--- config.mk ---
export PLATFORM = sky130hd
export DESIGN_NAME = fpu_fclass_arbiter
export DESIGN_NICKNAME = d
export VERILOG_FILES = /design/src/rtl/fpu_fclass_arbiter.sv
export SDC_FILE = /design/constraint.sdc
export NUM_CORES = 1
export LEC_CHECK = 0
export ABC_AREA = 1
export CAP_MARGIN = 20
export CORE_MARGIN = 3
export CORE_UTILIZATION = 41
export DETAILED_ROUTE_END_ITERATION = 10
export PLACE_DENSITY = 0.91
export SYNTH_ARGS = -nofsm -noshare
export SYNTH_HDL_FRONTEND = slang
export SYNTH_SLANG_ARGS = --single-unit
--- constraint.sdc ---
create_clock -name clk -period 3.2 [get_ports clk]
set_clock_uncertainty 0.05 [all_clocks]
set_input_delay 0.32 -clock clk [delete_from_list [all_inputs] [get_ports clk]]
set_output_delay 0.32 -clock clk [all_outputs]
set_load 0.05 [all_outputs]
--- src/rtl/fpu_fclass_arbiter.sv ---
// Round-robin arbiter sharing one FCLASS.S classifier among NUM_REQ issue slots.
// Two-stage valid/ready pipeline returns the one-hot class word and requester id in accept order.
module fpu_fclass_arbiter #(
    parameter int NUM_REQ = 4,
    parameter int ID_W    = $clog2(NUM_REQ)
) (
    input  logic                  clk,
    input  logic                  rst_n,
    input  logic [NUM_REQ-1:0]    req_valid,
    input  logic [NUM_REQ*32-1:0] req_operand,
    output logic [NUM_REQ-1:0]    req_ready,
    output logic                  rsp_valid,
    input  logic                  rsp_ready,
    output logic [31:0]           rsp_class,
    output logic [ID_W-1:0]       rsp_id,
    output logic                  busy
);

    localparam int DATA_W = 32;

    function automatic logic [DATA_W-1:0] classify(input logic [DATA_W-1:0] x);
        logic              s;
        logic [7:0]        e;
        logic [22:0]       f;
        logic [DATA_W-1:0] c;
        s = x[31];
        e = x[30:23];
        f = x[22:0];
        c = '0;
        if (e == 8'hFF) begin
            if (f == '0)
                c[s ? 0 : 7] = 1'b1;
            else if (f[22])
                c[9] = 1'b1;
            else
                c[8] = 1'b1;
        end else if (e == 8'h00) begin
            if (f == '0)
                c[s ? 3 : 4] = 1'b1;
            else
                c[s ? 2 : 5] = 1'b1;
        end else begin
            c[s ? 1 : 6] = 1'b1;
        end
        return c;
    endfunction

    logic [ID_W-1:0]    r_rr_ptr;
    logic               r_vld_p1;
    logic [DATA_W-1:0]  r_op_p1;
    logic [ID_W-1:0]    r_id_p1;
    logic               r_vld_p2;
    logic [DATA_W-1:0]  r_class_p2;
    logic [ID_W-1:0]    r_id_p2;

    logic               w_s1_ready;
    logic               w_s2_ready;
    logic               w_gnt_found;
    logic [ID_W-1:0]    w_gnt_id;
    logic [ID_W-1:0]    w_idx;
    logic [NUM_REQ-1:0] w_gnt_onehot;
    logic               w_accept;
    logic [DATA_W-1:0]  w_win_operand;
    logic [ID_W-1:0]    w_next_ptr;

    // Arbitration: first valid requester at or after r_rr_ptr, wrapping
    always_comb begin
        w_gnt_found = 1'b0;
        w_gnt_id    = '0;
        w_idx       = '0;
        for (int k = 0; k < NUM_REQ; k++) begin
            w_idx = ID_W'((int'(r_rr_ptr) + k) % NUM_REQ);
            if (!w_gnt_found && req_valid[w_idx]) begin
                w_gnt_found = 1'b1;
                w_gnt_id    = w_idx;
            end
        end
    end

    assign w_s2_ready    = ~r_vld_p2 | rsp_ready;
    assign w_s1_ready    = ~r_vld_p1 | w_s2_ready;
    assign w_gnt_onehot  = NUM_REQ'(1) << w_gnt_id;
    assign w_accept      = w_gnt_found & w_s1_ready;
    assign req_ready     = w_accept ? w_gnt_onehot : '0;
    assign w_win_operand = req_operand[DATA_W*w_gnt_id +: DATA_W];
    assign w_next_ptr    = (w_gnt_id == ID_W'(NUM_REQ-1)) ? '0 : w_gnt_id + 1'b1;

    // Control and output-stage state; S2 data is cleared so rsp_* read zero after reset
    always_ff @(posedge clk or negedge rst_n) begin
        if (!rst_n) begin
            r_rr_ptr   <= '0;
            r_vld_p1   <= 1'b0;
            r_vld_p2   <= 1'b0;
            r_class_p2 <= '0;
            r_id_p2    <= '0;
        end else begin
            if (w_accept)
                r_rr_ptr <= w_next_ptr;
            if (w_accept)
                r_vld_p1 <= 1'b1;
            else if (w_s2_ready)
                r_vld_p1 <= 1'b0;
            // S1 -> S2: classify on the way into the output stage
            if (w_s2_ready) begin
                r_vld_p2 <= r_vld_p1;
                if (r_vld_p1) begin
                    r_class_p2 <= classify(r_op_p1);
                    r_id_p2    <= r_id_p1;
                end
            end
        end
    end

    // Accept -> S1: operand payload needs no reset, it is qualified by r_vld_p1
    always_ff @(posedge clk) begin
        if (w_accept) begin
            r_op_p1 <= w_win_operand;
            r_id_p1 <= w_gnt_id;
        end
    end

    assign rsp_valid = r_vld_p2;
    assign rsp_class = r_class_p2;
    assign rsp_id    = r_id_p2;
    assign busy      = r_vld_p1 | r_vld_p2;

endmodule

==> results.md <==
- Final Max Tran Viols: 0
- GR Util All Layers: slightly above 20%
- Critical setup path kind: flop to output port
- Clock sinks: 50
- Most used flip-flop cell after synthesis: edfxtp_1
- Yosys reg bits: 50
- Mapped cell area: 0.00355 mm2
- Skew-Pair Late Insertion Delay: between 200 and 300 ps
- Leakage power figure: ~2.5 nW
- Worst hold path type: input port to asynchronous set/reset pin
- RSZ-0062 raised after global routing: no
- CP required: roughly 2800 ps
- Share of cells above drive strength 1: 4.38%
- Worst IR Drop VDD: 0.768 mV
- EDFF count, synth: 34
- Initial Util: between 40% and 50%
- Rel. slew slack: about half
- CTS buffer count: 5
- Register area share after synthesis: about two fifths
- Final period utilization: 89.6%
- Vias: roughly 3,800
- Die area: 0.00981 mm2
- Post-DP HPWL: 8.06 mm
- Gp weighted congestion: slightly above 0.8
- Die height: around 99 um
- Hold Vio Cnt, Final: 0
- # setup viols final: 0
- Worst Path Arrival: between 2000 and 3000 ps
- Power, Total: about 5.7 mW
- Tightest Pin Transition: roughly 730 ps
- Post-cts sizing count: 0
- Finished Cell Area: 0.00510 mm2
- Post-CTS Setup Bufs: 0
- Area delta synth->final: 43.6%
- Gr ovfl total: 0
- Status: completed
- Vias in the first global route: about 3,500
- DR vias/cell: between 4 and 5
- Setup TNS: 0 ps
- Placed Area: 0.00500 mm2
- Antenna Diode Count: 0
- Row count: 33
- Tmin final: 2870 ps
- Max Fclk: roughly 0.35 GHz
- Max-cap violation count: 0
- Worst-path clk slew: about 90 ps
- Initial antenna violation count: 0
- Clk root buf: clkbuf_8
- CTS tree: built
- Startpoint Class: flop
- Synth Warn #: 0
- Post-route DRC violation count: 0
- Die width: approximately 99 um
- Pwr Density: between 1000 and 1500 mW/mm2
- DRT Pass-1 Iters: 5
- Clk buf depth: 2
- Nets: around 800
- Syn_area_per_cell: 6.75 um2
- Starting DRT DRC Count: ~220
- Final antenna-violating net count: 0
- H-tree Lvls: 2
- Worst Setup End Kind: output port
- Hold Buf Count CTS: 0
- Port Buffers: between 150 and 200
- Largest net degree at the start of global routing: 65
- Synth async-reset ratio: 32.0%
- Placeable Area: 0.00830 mm2
- Final WL: between 10 and 15 mm
- Cell variety after synth: 24
- Num ports: around 180
- Crit-path max FO: 33
- Post-Syn Instances: 526
- WL/cell: roughly 14 um
- Post-layout util: about three fifths
- First-pass GRT wire length: 16.7 mm
==> final timing paths <==
path | start | end | slack [ps] | cells past startpoint
worst min register to register | r_id_p1[1] | rsp_id[1] | 400 | 2
worst max-delay path | r_rr_ptr[0] | req_ready[3] | 330 | 11
worst min-delay path | rst_n | rsp_class[8] | 400 | 1
max in group asynchronous | rst_n | r_rr_ptr[0] | 2240 | 1
min in group clk | r_id_p1[1] | rsp_id[1] | 400 | 2
worst max register to register | r_rr_ptr[0] | r_op_p1[14] | 620 | 13
==> where the power goes <==
group / switching (mW) / total (mW) / leakage [nW] / internal (mW)
Sequential: 0.157 / 1.40 / 0.557 / 1.25
Clock: 0.196 / 0.371 / 0.0515 / 0.174
Combinational: 2.67 / 3.94 / 1.90 / 1.28
==> cells in the mapped netlist (3+ instances only) <==
library cell	instances	area, um2
nand2_1	297	1110
nand3_1	73	365
edfxtp_1	34	1020
buf_4	23	173
buf_2	16	80.1
dfrtp_1	16	400
inv_1	13	48.8
buf_6	9	101
nor2_1	9	33.8
nor4_1	7	43.8
o21ai_0	5	25.0
clkbuf_1	3	11.3
inv_2	3	11.3
nand2_2	3	18.8
nand3b_1	3	22.5
==> kinds of logic after synthesis <==
kind of cell / after synthesis / synth area share (%)
simple gates: 400 / 46.6
flops: 50 / 40.0
compound gates: 8 / 1.23
buf+inv: 67 / 12.0
other cells: 1 / 0.106
==> cell type report <==
type,count,area [um2]
clock buffers,6,82.6
clock inverters,2,11.3
fillers,735,3200
inverters,16,60.1
multi-input cells,430,1780
flip-flops and latches,50,1420
well taps,105,131
repair buffers,158,1610
==> worst max-delay path, stage by stage (launching register included) <==
cell      delay [ps]
dfrtp_1          590
inv_2            160
nand2_1           90
nand2_1           80
nand2_1          100
nand2_1           90
nor2_4           120
nand3b_1         100
nand3_2           80
inv_2            220
nor3_1           380
buf_12           190
==> flip-flops by register name, indices dropped and copies added (netlist names) <==
name       cells
r_vld_p1       1
r_rr_ptr       2
r_op_p1       32
rsp_valid      1
r_id_p1        2
rsp_class     10
rsp_id         2
==> metrics by stage <==
stage / instances / hold slack, ps / worst slack, ps
floorplan: 547 / -25.6 / 236
global placement: 759 / 389 / 655
detailed placement: 759 / 386 / 524
CTS: 767 / 401 / 357
global route: 767 / 411 / 135
finish: 767 / 401 / 331
==> placed cells by master, fill, tap and decap left out <==
cell             Yosys  final
o21ai_1              1      1
inv_4                0      1
nor3_1               2      2
nor2_4               1      1
dfrtp_1             16     16
nor4_1               7      7
or2_2                2      2
nand2_1            297    296
nand3_1             73     73
buf_12               0      4
nand3b_1             3      3
conb_1               1     22
nand4_1              2      2
clkdlybuf4s50_1      0    148
nor2_1               9      9
o21ai_0              5      5
buf_4               23      6
clkinv_2             0      1
nand3_2              1      1
edfxtp_1            34     34
a22o_1               1      1
a21oi_1              1      1
clkbuf_8             0      6
inv_2                3      3
nand2_2              3      4
inv_1               13     13
==> layer usage <==
layer,vias up,wire [um],GRT usage [%]
met2,172,5650,37.9
li1,1902,-,-
met3,19,725,3.82
met4,0,207,5.67
met5,-,0,0
met1,1721,3890,24.9
Note: power is estimated with default switching activity, not from simulation.
